$ cat src/rtl/pc_pkg.sv
// Shared types and constants for the program-counter generator.
// Holds the FSM state type, default parameter values and the
// alignment-mask helper used by the target-alignment block.
package pc_pkg;

   // Two-state sequencer: one idle cycle after reset, then issue.
   typedef enum logic {
      BOOT = 1'b0,
      RUN  = 1'b1
   } pc_state_t;

   // Default address width and vectors; widths follow PC_XLEN.
   localparam int              PC_XLEN         = 32;
   localparam logic [31:0]     PC_RESET_VECTOR = 32'h0000_0000;
   localparam logic [31:0]     PC_TRAP_VECTOR  = 32'h0000_0100;
   localparam int              PC_INSTR_BYTES  = 4;

   // Mask with the low lsb_bits bits set. Returned at 64 bits so any
   // XLEN up to 64 can take the slice it needs.
   function automatic logic [63:0] low_mask(input int unsigned lsb_bits);
      logic [63:0] m;
      m = '0;
      for (int unsigned i = 0; i < 64; i++) begin
         if (i < lsb_bits) begin
            m[i] = 1'b1;
         end
      end
      return m;
   endfunction

endpackage : pc_pkg

$ cat src/rtl/pc_align.sv
// Combinational redirect-target alignment.
// Clears the low log2(INSTR_BYTES) bits of a target address and flags
// whether any of those bits were set (a misaligned target).
module pc_align
   import pc_pkg::*;
#(
   parameter int XLEN        = PC_XLEN,
   parameter int INSTR_BYTES = PC_INSTR_BYTES
) (
   input  logic [XLEN-1:0] target,
   output logic [XLEN-1:0] aligned,
   output logic            misaligned
);

   // Number of address bits covered by one instruction.
   localparam int unsigned LSB = $clog2(INSTR_BYTES);

   // Mask of the in-instruction offset bits, sized to XLEN.
   localparam logic [63:0]     MASK_WIDE = low_mask(LSB);
   localparam logic [XLEN-1:0] LOW_MASK  = MASK_WIDE[XLEN-1:0];

   // Per-bit alignment: offset bits forced low, the rest pass through.
   generate
      for (genvar gi = 0; gi < XLEN; gi++) begin : g_align_bit
         if (gi < LSB) begin : g_offset
            assign aligned[gi] = 1'b0;
         end else begin : g_keep
            assign aligned[gi] = target[gi];
         end
      end
   endgenerate

   // Any set offset bit means the target is not instruction-aligned.
   assign misaligned = |(target & LOW_MASK);

endmodule : pc_align

$ cat src/rtl/pc_gen.sv
// Program-counter generator.
// Holds the fetch address, issues it over a valid/ready handshake,
// advances on every accepted fetch, and reloads on redirect while
// toggling an epoch bit so downstream can drop stale in-flight fetches.
// Optional misaligned-redirect trapping is enabled by defining
// PC_MISALIGN_TRAP_EN; without it, misaligned targets are silently
// aligned and misalign/misalign_addr are tied to zero.
module pc_gen
   import pc_pkg::*;
#(
   parameter int              XLEN         = PC_XLEN,
   parameter logic [XLEN-1:0] RESET_VECTOR = XLEN'(PC_RESET_VECTOR),
   parameter int              INSTR_BYTES  = PC_INSTR_BYTES,
   parameter logic [XLEN-1:0] TRAP_VECTOR  = XLEN'(PC_TRAP_VECTOR)
) (
   input  logic            clk,
   input  logic            rst,
   input  logic            stall,
   input  logic            redirect_valid,
   input  logic [XLEN-1:0] redirect_pc,
   output logic            fetch_valid,
   input  logic            fetch_ready,
   output logic [XLEN-1:0] fetch_pc,
   output logic            fetch_epoch,
   output logic            misalign,
   output logic [XLEN-1:0] misalign_addr
);

   // Increment applied per accepted fetch, at address width.
   localparam logic [XLEN-1:0] PC_STEP = XLEN'(INSTR_BYTES);

   pc_state_t       state_reg;
   logic [XLEN-1:0] pc_reg;
   logic            epoch_reg;
   logic            accept;
   logic [XLEN-1:0] aligned_target;
   logic            target_misaligned;
   logic [XLEN-1:0] redirect_next;

   pc_align #(
      .XLEN        (XLEN),
      .INSTR_BYTES (INSTR_BYTES)
   ) u_align (
      .target     (redirect_pc),
      .aligned    (aligned_target),
      .misaligned (target_misaligned)
   );

   // Request is offered only in RUN and only while the pipe is not stalled.
   assign fetch_valid = (state_reg == RUN) && !stall;
   assign accept      = fetch_valid && fetch_ready;
   assign fetch_pc    = pc_reg;
   assign fetch_epoch = epoch_reg;

`ifdef PC_MISALIGN_TRAP_EN
   logic            misalign_reg;
   logic [XLEN-1:0] misalign_addr_reg;

   // Misaligned targets divert to the trap vector instead of being masked.
   assign redirect_next = target_misaligned ? TRAP_VECTOR : aligned_target;

   // One-cycle pulse alongside the new PC; faulting address is sticky.
   always_ff @(posedge clk) begin
      if (rst) begin
         misalign_reg      <= 1'b0;
         misalign_addr_reg <= '0;
      end else begin
         misalign_reg <= redirect_valid && target_misaligned;
         if (redirect_valid && target_misaligned) begin
            misalign_addr_reg <= redirect_pc;
         end
      end
   end

   assign misalign      = misalign_reg;
   assign misalign_addr = misalign_addr_reg;
`else
   logic unused_trap;

   // Without trapping the target is simply aligned.
   assign redirect_next = aligned_target;

   // The detect output and trap vector have no consumer in this build.
   assign unused_trap   = target_misaligned ^ (^TRAP_VECTOR);

   assign misalign      = 1'b0;
   assign misalign_addr = '0;
`endif

   // Sequencer, PC and epoch: reset > redirect > accept > hold.
   // A redirect in the same cycle as an accept lets the accepted request
   // complete at the old PC/epoch; the new target is issued next cycle.
   always_ff @(posedge clk) begin
      if (rst) begin
         state_reg <= BOOT;
         pc_reg    <= RESET_VECTOR;
         epoch_reg <= 1'b0;
      end else begin
         // BOOT lasts exactly one cycle regardless of stall; RUN persists.
         state_reg <= RUN;
         if (redirect_valid) begin
            pc_reg    <= redirect_next;
            epoch_reg <= ~epoch_reg;
         end else if (accept) begin
            pc_reg    <= pc_reg + PC_STEP;
         end
      end
   end

endmodule : pc_gen
$ cat config.mk
export PLATFORM = sky130hd
export DESIGN_NAME = pc_gen
export DESIGN_NICKNAME = d
export VERILOG_FILES = /design/src/rtl/pc_pkg.sv /design/src/rtl/pc_align.sv /design/src/rtl/pc_gen.sv
export SDC_FILE = /design/constraint.sdc
export NUM_CORES = 1
export LEC_CHECK = 0
export ABC_AREA = 0
export CAP_MARGIN = 20
export CORE_MARGIN = 4
export CORE_UTILIZATION = 65
export CTS_BUF_LIST = sky130_fd_sc_hd__clkbuf_4
export CTS_CLUSTER_DIAMETER = 150
export CTS_CLUSTER_SIZE = 12
export DETAILED_ROUTE_END_ITERATION = 7
export DONT_BUFFER_PORTS = 1
export PLACE_DENSITY = 0.81
export SLEW_MARGIN = 10
export SYNTH_ARGS = -nofsm -noshare
export SYNTH_HDL_FRONTEND = slang
export SYNTH_SLANG_ARGS = --single-unit
$ cat constraint.sdc
create_clock -name clk -period 4.5 [get_ports clk]
set_input_delay 0 -clock clk [delete_from_list [all_inputs] [get_ports clk]]
set_output_delay 0 -clock clk [all_outputs]
set_load 0.05 [all_outputs]
# Word level (Yosys, flattened, before mapping)
# Cells that the tools add are included.
[word_totals]
output_inout_bits = 67
regBits = 34
wordCells = 14
[op_classes]
reduce_logical = 5
bitwise = 1
muxes = 3
add_sub_neg = 1
[op_table]
columns = ["op", "n"]
rows = [
  ["$mux W32", 2],
  ["$add A32 B3 Y32 const B", 1],
  ["$logic_and A1 B1 Y1", 2],
  ["$reduce_bool A2 Y1", 1],
  ["$reduce_or A2 Y1", 1],
  ["$logic_not A1 Y1", 1],
  ["$mux W1", 1],
  ["$not A1 Y1", 1],
]

# Logic depth before layout (Yosys ltp)
# Gate-level depths: netlist of the first run.
[logic_depth]
depth_word = 5
depth_mapped = 6

# By module
# From an unflattened synthesis of the first run, not the netlist that was laid out.
[unflattened]
cells_unflattened = 310
area_unflattened_um2 = 2533.7
[by_module_without_submodules]
columns = ["mod", "area_each_um2", "seq_area_each_um2", "cells_per_inst", "instances"]
rows = [
  ["pc_gen", 2283.4, 680.7, 276, 1],
  ["pc_align", 250.2, 0.0, 34, 1],
]

# Worst setup path after synthesis of the first run
# No wires, ideal clock.
[synth_timing]
path_kind = "reg2reg"
from = "register pc_reg[5], in the netlist fetch_pc[5]"
to = "register pc_reg[29], in the netlist fetch_pc[29]"
arrival_time_ps = 2162
required_ps = 4373
slack_ps = 2211
stages_incl_launch_ff = 6
synth_period_minus_slack_ps = 2289
cell_sequence = "dfxtp_1 -> nand4_4 -> or4_4 -> buf_6 -> o21a_1 -> or3b_1"
[synth_via]
elab_chain_len = 3
[synth_rtl]
columns = ["element", "line", "rtl"]
rows = [
  ["start, declared", "pc_gen.sv:33", "logic [XLEN-1:0] pc_reg;"],
  ["start signal, assigned", "pc_gen.sv:102", "pc_reg <= redirect_next;"],
  ["start signal, assigned", "pc_gen.sv:105", "pc_reg <= pc_reg + PC_STEP;"],
  ["$add A32 B3 Y32", "pc_gen.sv:105", ""],
  ["$mux W32", "pc_gen.sv:104", "end else if (accept) begin"],
  ["$mux W32", "pc_gen.sv:101", "if (redirect_valid) begin"],
]
# No other way between the ends. The select of a mux whose other input is x is not followed.
# A chain may end at the register's enable or synchronous reset.

# Worst setup path after layout of the first run
[layout_timing]
from = "register pc_reg[9], in the netlist fetch_pc[9]"
to = "register pc_reg[21], in the netlist fetch_pc[21]"
# Same word-level chain as after synthesis.

==> out/metrics.yaml, run 1 <==
run_status:
  status: "complete, no violations"
finish:
  drive_gt1_share_pct: 4.41
  antennaDiodeCount: 0
  largest_register_ffs: 30
  nFillCells: 246
  final_cell_mix: "conb_1 (35), dlygate4sd3_1 (34), dfxtp_1 (32)"
  fin_nets: 335
  final-instance-count-excl-fill: 339
  syn2layout_area_growth_pct: 11.0
  layout_commonest_cell: "conb_1"
routing:
  dr_wl_met2_um: 2860
  via_per_inst: 6.05
  dr.pass1.iters: 5
  num_vias: 2052
  wire_per_inst_um: 16.4
  drt-met1-wl_um: 2180
  ant_nets: 0
  drc_errors: 0
  highest_layer: "met4"
  routed_wl_um: 5560
  drtIter0Drc: 143
  wl_met3_um: 486
yosys:
  yosysTopAreaCell: "dfxtp_1"
  syn-instance-count: 271
  yosysWarnings: 0
  netlist_area_um2: 2190
  ys_types: 46
  synth_flop_cell: "dfxtp_1"
  postSynth.asyncResetShare_pct: 0
  avgSynthCellArea_um2: 8.10
  synth-seq-area-share_pct: 29.2
  synth.area.top_cells: "dfxtp_1 (29%), buf_4 (12%), or4_1 (4.1%)"
  synth_edf_count: 0
  yosysTopAreaCellShare_pct: 29.2
  ys_ff_latch: 32
global_route:
  grt_max_degree: 26
  grt_usage_pct: 25.7
  grt_pass1_vias: 1922
  grt_pass1_wl_um: 8720
  overflow: 0
  antenna_found_initial: 0
timing:
  setup_viol: 0
  setup_ws_ps: 1910
  fin_skew_ps: 6.89
  fin_crit_ps: 2590
  finalSetupTns_ps: 0
  tightest_slew_ps: 936
  rsz0062_at_grt: "false"
  fmax_mhz: 386
  finalMaxSlewViolations: 0
  fin_crit_sh_pct: 57.6
  whs_ps: 161
  maxSlewHeadroom_pct: 37.5
  hold_viol_final: 0
clock_network:
  cts_setup_buffers: 0
  cts.sinks: 32
  cts_made_buffers: 5
  cts_tree: "built"
  clock-root-buffer: "clkbuf_4"
  clockBufferDepth: 2
  insertion_delay_ps: 330
  h-tree-depth: 2
  clk_pin_slew_ps: 90
critical_path:
  crit_path_top_delay_cell: "dfxtp_1"
  worstPathMaxFanout: 12
  regToRegSetupSlack_ps: 1910
  arrival_ps: 2800
  rr_startpoint: "fetch_pc[9]"
  slowest_delay_ps: 790
  required_ps: 4710
  worstPathCellList: "nand4_2 -> or4_4 -> or3_1 -> a2111oi_1"
  worst-path-buf-inv: 0
  start_kind: "register"
  end_kind: "register"
  reg2reg_depth: 4
  crit_type: "reg -> reg"
  path_delay_family: "simple AND/OR/NAND/NOR gates"
  r2r_end: "fetch_pc[21]"
place:
  gp_congestion: 0.794
  io_buffers: 0
  pre_cts_slack_ps: 1960
  hpwl_um: 3700
  dp.cells: 300
power_and_ir_drop:
  irDropWorstVdd_mv: 0.194
  powerDensity_nw_per_um2: 287
  p_leak_uw: 0.000892
worst_hold_path:
  min_path_type: "in -> reg"
  whs_path_depth: 3
  hold_end: "fetch_pc[29]"
  hold_start: "rst"
job:
  drv_cap: 0
floorplan:
  rows: 20
  fp.dieArea_um2: 4370
  core_area_um2: 3150
  die_w_um: 66.1
  start_util_pct: 69.6
  pin_count: 104
  die_h_um: 66.1
-- worst max path at each step --
stage | from | to | slack (ps) | cells after the start
floorplan | fetch_pc[5] | fetch_pc[29] | 2210 | 5
global placement | fetch_pc[9] | fetch_pc[21] | 1990 | 4
detailed placement | fetch_pc[9] | fetch_pc[21] | 1960 | 4
CTS | fetch_pc[9] | fetch_pc[21] | 1920 | 4
global route | fetch_pc[9] | fetch_pc[21] | 1770 | 4
finish | fetch_pc[9] | fetch_pc[21] | 1910 | 4
-- metal layers --
layer,up-vias,track usage [%]
met3,7,8.84
met2,93,44.9
met1,937,29.1
met5,-,0
li1,1015,-
met4,0,7.61
-- per-stage QoR --
| step | util [%] | total power, uW | area (um^2) |
|---|---|---|---|
| final | 77.3 | 700 | 2440 |
| after global routing | 77.3 | 733 | 2440 |
| after CTS | 76.9 | 701 | 2430 |
| after detailed placement | 65.3 | 533 | 2060 |
| after global placement | 65.3 | 531 | 2060 |
| after floorplan | - | 546 | 2320 |
-- timing repair --
action,CTS,global route
endpoints found under the hold margin,31,1
endpoints found under the setup margin,0,0
resized for setup,0,0
hold buffers,33,1
-- Yosys cell counts, types with 2 or more instances --
library cell and number:
clkbuf_1 14, or4_1 12, xor2_1 3, or3_1 8, and4_1 6, and3_1 4
o31ai_1 4, buf_4 35, o31a_1 4, a21oi_1 5, xnor2_1 5, nor2_1 18
inv_1 11, o221a_2 2, a311oi_1 7, nor4_1 9, nand2_1 14, o211a_1 2
nand4_1 9, dfxtp_1 32, nor3_1 5, nand2b_1 2, nand3b_1 2, a32oi_1 4
a211oi_1 7, o311a_1 2, nand3_1 15, o21ai_0 11, nand4_2 2
-- cells by family (layout without fill, tap and decap cells) --
logic type      after synthesis  in the layout  synth area share (%)
buf+inv                      61             51                  16.8
xor+xnor                      8              8                  3.19
flops                        32             32                  29.2
other cells                   1             35                 0.171
mux                           1              1                 0.513
simple gates                112            112                  30.5
compound gates               55             55                  19.1
fa+ha+maj                     1              1                 0.570
-- power by group --
group          internal (uW)  total (uW)  switching, uW
Clock                   52.1         140           88.0
Combinational           47.3         151            103
Sequential               304         409            105
Total                    403         700            297
-- tightest hold or removal path, cell delays in order --
cell	delay (ps)
or3_1	70
nor4_1	30
or3b_1	330
-- area by class of cell --
cell class                 instances  area [um^2]  area share, %
tap                               44         55.1           2.26
clock buffer                       5         37.5           1.54
sequential                        32          641           26.3
multi-input combinational        212         1310           53.9
inverter                          11         41.3           1.69
timing repair buffer              35          348           14.3
Power figures use the tool's default switching activity.
==> run 2: changes to the inputs <==
==> constraint.sdc (replaced) <==
create_clock -name clk -period 2.4 [get_ports clk]
set_input_delay 0 -clock clk [delete_from_list [all_inputs] [get_ports clk]]
set_output_delay 0 -clock clk [all_outputs]
set_load 0.05 [all_outputs]
==> run 2 against run 1 <==
Net effect:
- sequential share of layout area shrank 2.1 points
- sequential cell count is the same
- combinational power grew to 3.0 times the previous value
- die area is the same
- routed wire length grew 13%
- worst hold slack lost 18 ps
- via count grew 9.8%
- critical path depth grew 1
- non-clock buffer count grew 27
- highest routed layer unchanged
- cell count grew 8.6%
- global-route usage grew 4.3 points
==> out/metrics.yaml, run 2 (synthesized netlist as in run 1, its figures left out) <==
run_status:
  status: "complete, no violations"
floorplan:
  start_util_pct: 69.6
  pin_count: 104
  fp.dieArea_um2: 4370
  rows: 20
  die_h_um: 66.1
  die_w_um: 66.1
  core_area_um2: 3150
finish:
  final_cell_mix: "conb_1 (35), dfxtp_1 (32), dlygate4sd3_1 (31)"
  fin_nets: 362
  layout_commonest_cell: "conb_1"
  largest_register_ffs: 30
  drive_gt1_share_pct: 13.0
  nFillCells: 215
  syn2layout_area_growth_pct: 20.5
  antennaDiodeCount: 0
clock_network:
  cts.sinks: 32
  clockBufferDepth: 2
  insertion_delay_ps: 340
  cts_tree: "built"
  clock-root-buffer: "clkbuf_4"
  cts_setup_buffers: 0
  clk_pin_slew_ps: 100
  cts_made_buffers: 5
  h-tree-depth: 2
power_and_ir_drop:
  powerDensity_nw_per_um2: 524
  p_leak_uw: 0.00105
  fin_total_pwr_uw: 1380
  irDropWorstVdd_mv: 0.377
timing:
  tightest_slew_ps: 947
  maxSlewHeadroom_pct: 36.9
  fin_skew_ps: 10.8
  setup_viol: 0
  fin_crit_ps: 2180
  fmax_mhz: 459
  fin_crit_sh_pct: 90.8
  finalSetupTns_ps: 0
  rsz0062_at_grt: "false"
  finalMaxSlewViolations: 0
  hold_viol_final: 0
routing:
  ant_nets: 0
  via_per_inst: 6.12
  routed_wl_um: 6310
  drtIter0Drc: 161
  dr.pass1.iters: 4
  drc_errors: 0
  wire_per_inst_um: 17.1
  num_vias: 2253
critical_path:
  path_delay_family: "simple AND/OR/NAND/NOR gates"
  slowest_delay_ps: 520
  required_ps: 2650
  worstPathCellList: "ha_1 -> and4b_1 -> nand3_1 -> or4_1 -> a311oi_1"
  crit_path_top_delay_cell: "or4_1"
  start_kind: "register"
  worst-path-buf-inv: 0
  crit_type: "reg -> reg"
  arrival_ps: 2430
  end_kind: "register"
  worstPathMaxFanout: 8
global_route:
  antenna_found_initial: 0
  overflow: 0
  grt_pass1_wl_um: 10100
  grt_usage_pct: 29.9
  grt_max_degree: 30
  grt_pass1_vias: 2136
place:
  gp_congestion: 0.871
  io_buffers: 0
  hpwl_um: 4070
job:
  drv_cap: 0
worst_hold_path:
  min_path_type: "in -> reg"
## run 2: changes by cell type in the layout (fill, tap and decap cells not counted)
cell            delta
dlygate4sd3_1      -3
dlymetal6s4s_1     +1
buf_4             +29
clkinv_1           +2
## run 2: area by class of cell
cell class | instances | area (um^2) | share of cell area (%)
timing repair buffer | 62 | 548 | 20.7
clock buffer | 5 | 37.5 | 1.42
clock inverter | 2 | 7.51 | 0.284
sequential | 32 | 641 | 24.2
inverter | 11 | 41.3 | 1.56
multi-input combinational | 212 | 1310 | 49.7
tap | 44 | 55.1 | 2.08
## run 2: repair_timing
| action | 4_1_cts | 5_1_grt |
|---|---|---|
| gates resized for setup | 0 | 1 |
| endpoints found under the hold margin | 32 | 0 |
| endpoints found under the setup margin | 0 | 1 |
| hold buffers | 32 | 0 |
## run 2: layer usage
metal  vias up  global-route usage (%)  share of wire [%]
met4         0                    10.4                2.4
met2       107                    51.7                 51
met1      1065                    34.1                 37
met3        20                    10.0                9.1
li1       1061                       -                  -
met5         -                       0                  0
## run 2: tightest hold or removal path: cells and delay by family
kind | cells | cell delay [ps]
AOI/OAI and AO/OA | 1 | 110
and+or+nand+nor | 3 | 350
## run 2: stage by stage
step	std cells	area (um^2)	hold slack [ps]	utilization, %	setup slack [ps]
final	368	2640	143	83.8	220
after CTS	368	2640	115	83.8	178
after global routing	368	2640	165	83.8	54.7
after floorplan	305	2320	138	-	111
after global placement	329	2280	74.1	72.2	372
after detailed placement	329	2280	76.5	72.2	311
## run 2: power by group
group          total, uW  switching, uW  internal (uW)
Combinational        456            332            124
Clock                286            184            102
Sequential           643           73.0            570
## run 2: final timing paths
kind,startpoint,endpoint,slack (ps),cells after the start
setup / recovery,fetch_pc[2],fetch_pc[24],220,5
hold reg to reg,fetch_pc[22],fetch_pc[22],550,2
setup reg to reg,fetch_pc[2],fetch_pc[24],220,5
hold / removal,fetch_ready,fetch_pc[28],140,4
==> run 3: changes to the inputs <==
--- a/config.mk
+++ b/config.mk
@@ -14,8 +14,10 @@
 export CTS_CLUSTER_SIZE = 12
 export DETAILED_ROUTE_END_ITERATION = 7
 export DONT_BUFFER_PORTS = 1
-export PLACE_DENSITY = 0.81
+export PLACE_DENSITY = 0.85
+export SKIP_CTS_REPAIR_TIMING = 1
 export SLEW_MARGIN = 10
 export SYNTH_ARGS = -nofsm -noshare
 export SYNTH_HDL_FRONTEND = slang
 export SYNTH_SLANG_ARGS = --single-unit
+export TNS_END_PERCENT = 30
==> run 3 against run 2 <==
Net effect:
- the run now ends with hold timing left
- via count is 0.53% higher
- count of clock-buffer cells in the layout stayed put
- die area stayed put
- clock skew is 7.0 ps lower
==> out/metrics.yaml, run 3 (synthesized netlist as in run 1, its figures left out) <==
timing:
  hold_viol_final: 1
  fin_crit_ps: 2160
  finalMaxSlewViolations: 0
  setup_viol: 0
  fmax_mhz: 463
  finalSetupTns_ps: 0
  rsz0062_at_grt: "false"
  tightest_slew_ps: 931
  maxSlewHeadroom_pct: 37.8
  whs_ps: -6.60
  setup_ws_ps: 242
  fin_skew_ps: 3.81
  fin_crit_sh_pct: 89.9
global_route:
  grt_usage_pct: 25.5
  overflow: 0
  grt_pass1_wl_um: 8780
  grt_pass1_vias: 1940
  antenna_found_initial: 0
  grt_max_degree: 30
routing:
  routed_wl_um: 6190
  dr.pass1.iters: 4
  ant_nets: 0
  wire_per_inst_um: 16.9
  via_per_inst: 6.19
  drtIter0Drc: 168
  drc_errors: 0
  num_vias: 2265
power_and_ir_drop:
  p_leak_uw: 0.00103
  power.internal_uw: 791
  powerDensity_nw_per_um2: 519
  p_clk_share_pct: 19.7
  pwr-share-comb_pct: 33.2
  irDropWorstVdd_mv: 0.445
  netSwitchingPower_uw: 577
  p_seq_share_pct: 47.1
  fin_total_pwr_uw: 1370
  switching_share_pct: 42.2
run_status:
  failed_checks: "hold timing"
  status: "finished with violations"
place:
  pre_cts_slack_ps: 307
  io_buffers: 0
  hpwl_um: 4080
  gp_congestion: 0.857
  dpl_cell_area_um2: 2280
job:
  drv_cap: 0
finish:
  largest_register_ffs: 30
  drive_gt1_share_pct: 13.0
  finalInstanceArea_um2: 2630
  nFillCells: 210
  fin_nets: 362
  post-route-util_pct: 83.5
  layout_commonest_cell: "conb_1"
  antennaDiodeCount: 0
  final_cell_mix: "conb_1 (35), dfxtp_1 (32), dlygate4sd3_1 (32)"
  syn2layout_area_growth_pct: 20.0
critical_path:
  worstPathCellList: "ha_1 -> and4b_1 -> nand3_1 -> or4_1 -> a311oi_1"
  start_kind: "register"
  path_delay_family: "simple AND/OR/NAND/NOR gates"
  slowest_delay_ps: 470
  crit_path_top_delay_cell: "or4_1"
  worst-path-buf-inv: 0
  end_kind: "register"
  worstPathMaxFanout: 8
  required_ps: 2640
  crit_type: "reg -> reg"
  arrival_ps: 2400
clock_network:
  clockBufferDepth: 2
  cts.sinks: 32
  insertion_delay_ps: 330
  clk_pin_slew_ps: 90
  h-tree-depth: 2
  cts_tree: "built"
  cts_made_buffers: 5
  clock-root-buffer: "clkbuf_4"
floorplan:
  core_area_um2: 3150
  rows: 20
  start_util_pct: 69.6
  pin_count: 104
  fp.dieArea_um2: 4370
  die_h_um: 66.1
  die_w_um: 66.1
worst_hold_path:
  min_path_type: "in -> reg"
## run 3: path summary, 6_finish.rpt
path                            cells after the start      endpoint  slack, ps          from
worst max-delay path                                5  fetch_pc[22]        240   fetch_pc[2]
worst min-delay path                                1     state_reg         -7           rst
worst max register to register                      5  fetch_pc[22]        240   fetch_pc[2]
worst min register to register                      2  fetch_pc[22]        560  fetch_pc[22]
## run 3: area by class of cell
class,count,area (um^2),area share [%]
Timing Repair Buffer,62,546,20.7
Multi-Input combinational cell,212,1310,49.9
Inverter,11,41.3,1.57
Sequential cell,32,641,24.3
Tap cell,44,55.1,2.09
Clock buffer,5,37.5,1.43
## run 3: power groups by stage
stage	clock network (uW)	logic, uW	registers, uW
floorplan	0	267	756
global placement	0	388	652
detailed placement	0	394	655
CTS	270	395	642
global route	295	480	650
finish	270	454	644
## run 3: worst register-to-register path: stages (launching register included)
cell,delay [ps]
dfxtp_1,440
ha_1,200
and4b_1,380
nand3_1,300
or4_1,470
a311oi_1,270
## run 3: metal layers
| metal | up-vias | GRT usage, % | routed length (um) |
|---|---|---|---|
| met4 | 0 | 9.64 | 73 |
| met3 | 12 | 7.65 | 480 |
| met2 | 105 | 44.5 | 3230 |
| met1 | 1080 | 28.7 | 2400 |
| li1 | 1068 | - | - |
| met5 | - | 0 | 0 |
## run 3: stage by stage
step / hold WS [ps] / cells
5_1_grt: 0.217 / 366
2_1_floorplan: 138 / 305
3_5_place_dp: 75.1 / 329
6_report: -6.60 / 366
4_1_cts: -279 / 334
3_3_place_gp: 73.8 / 329
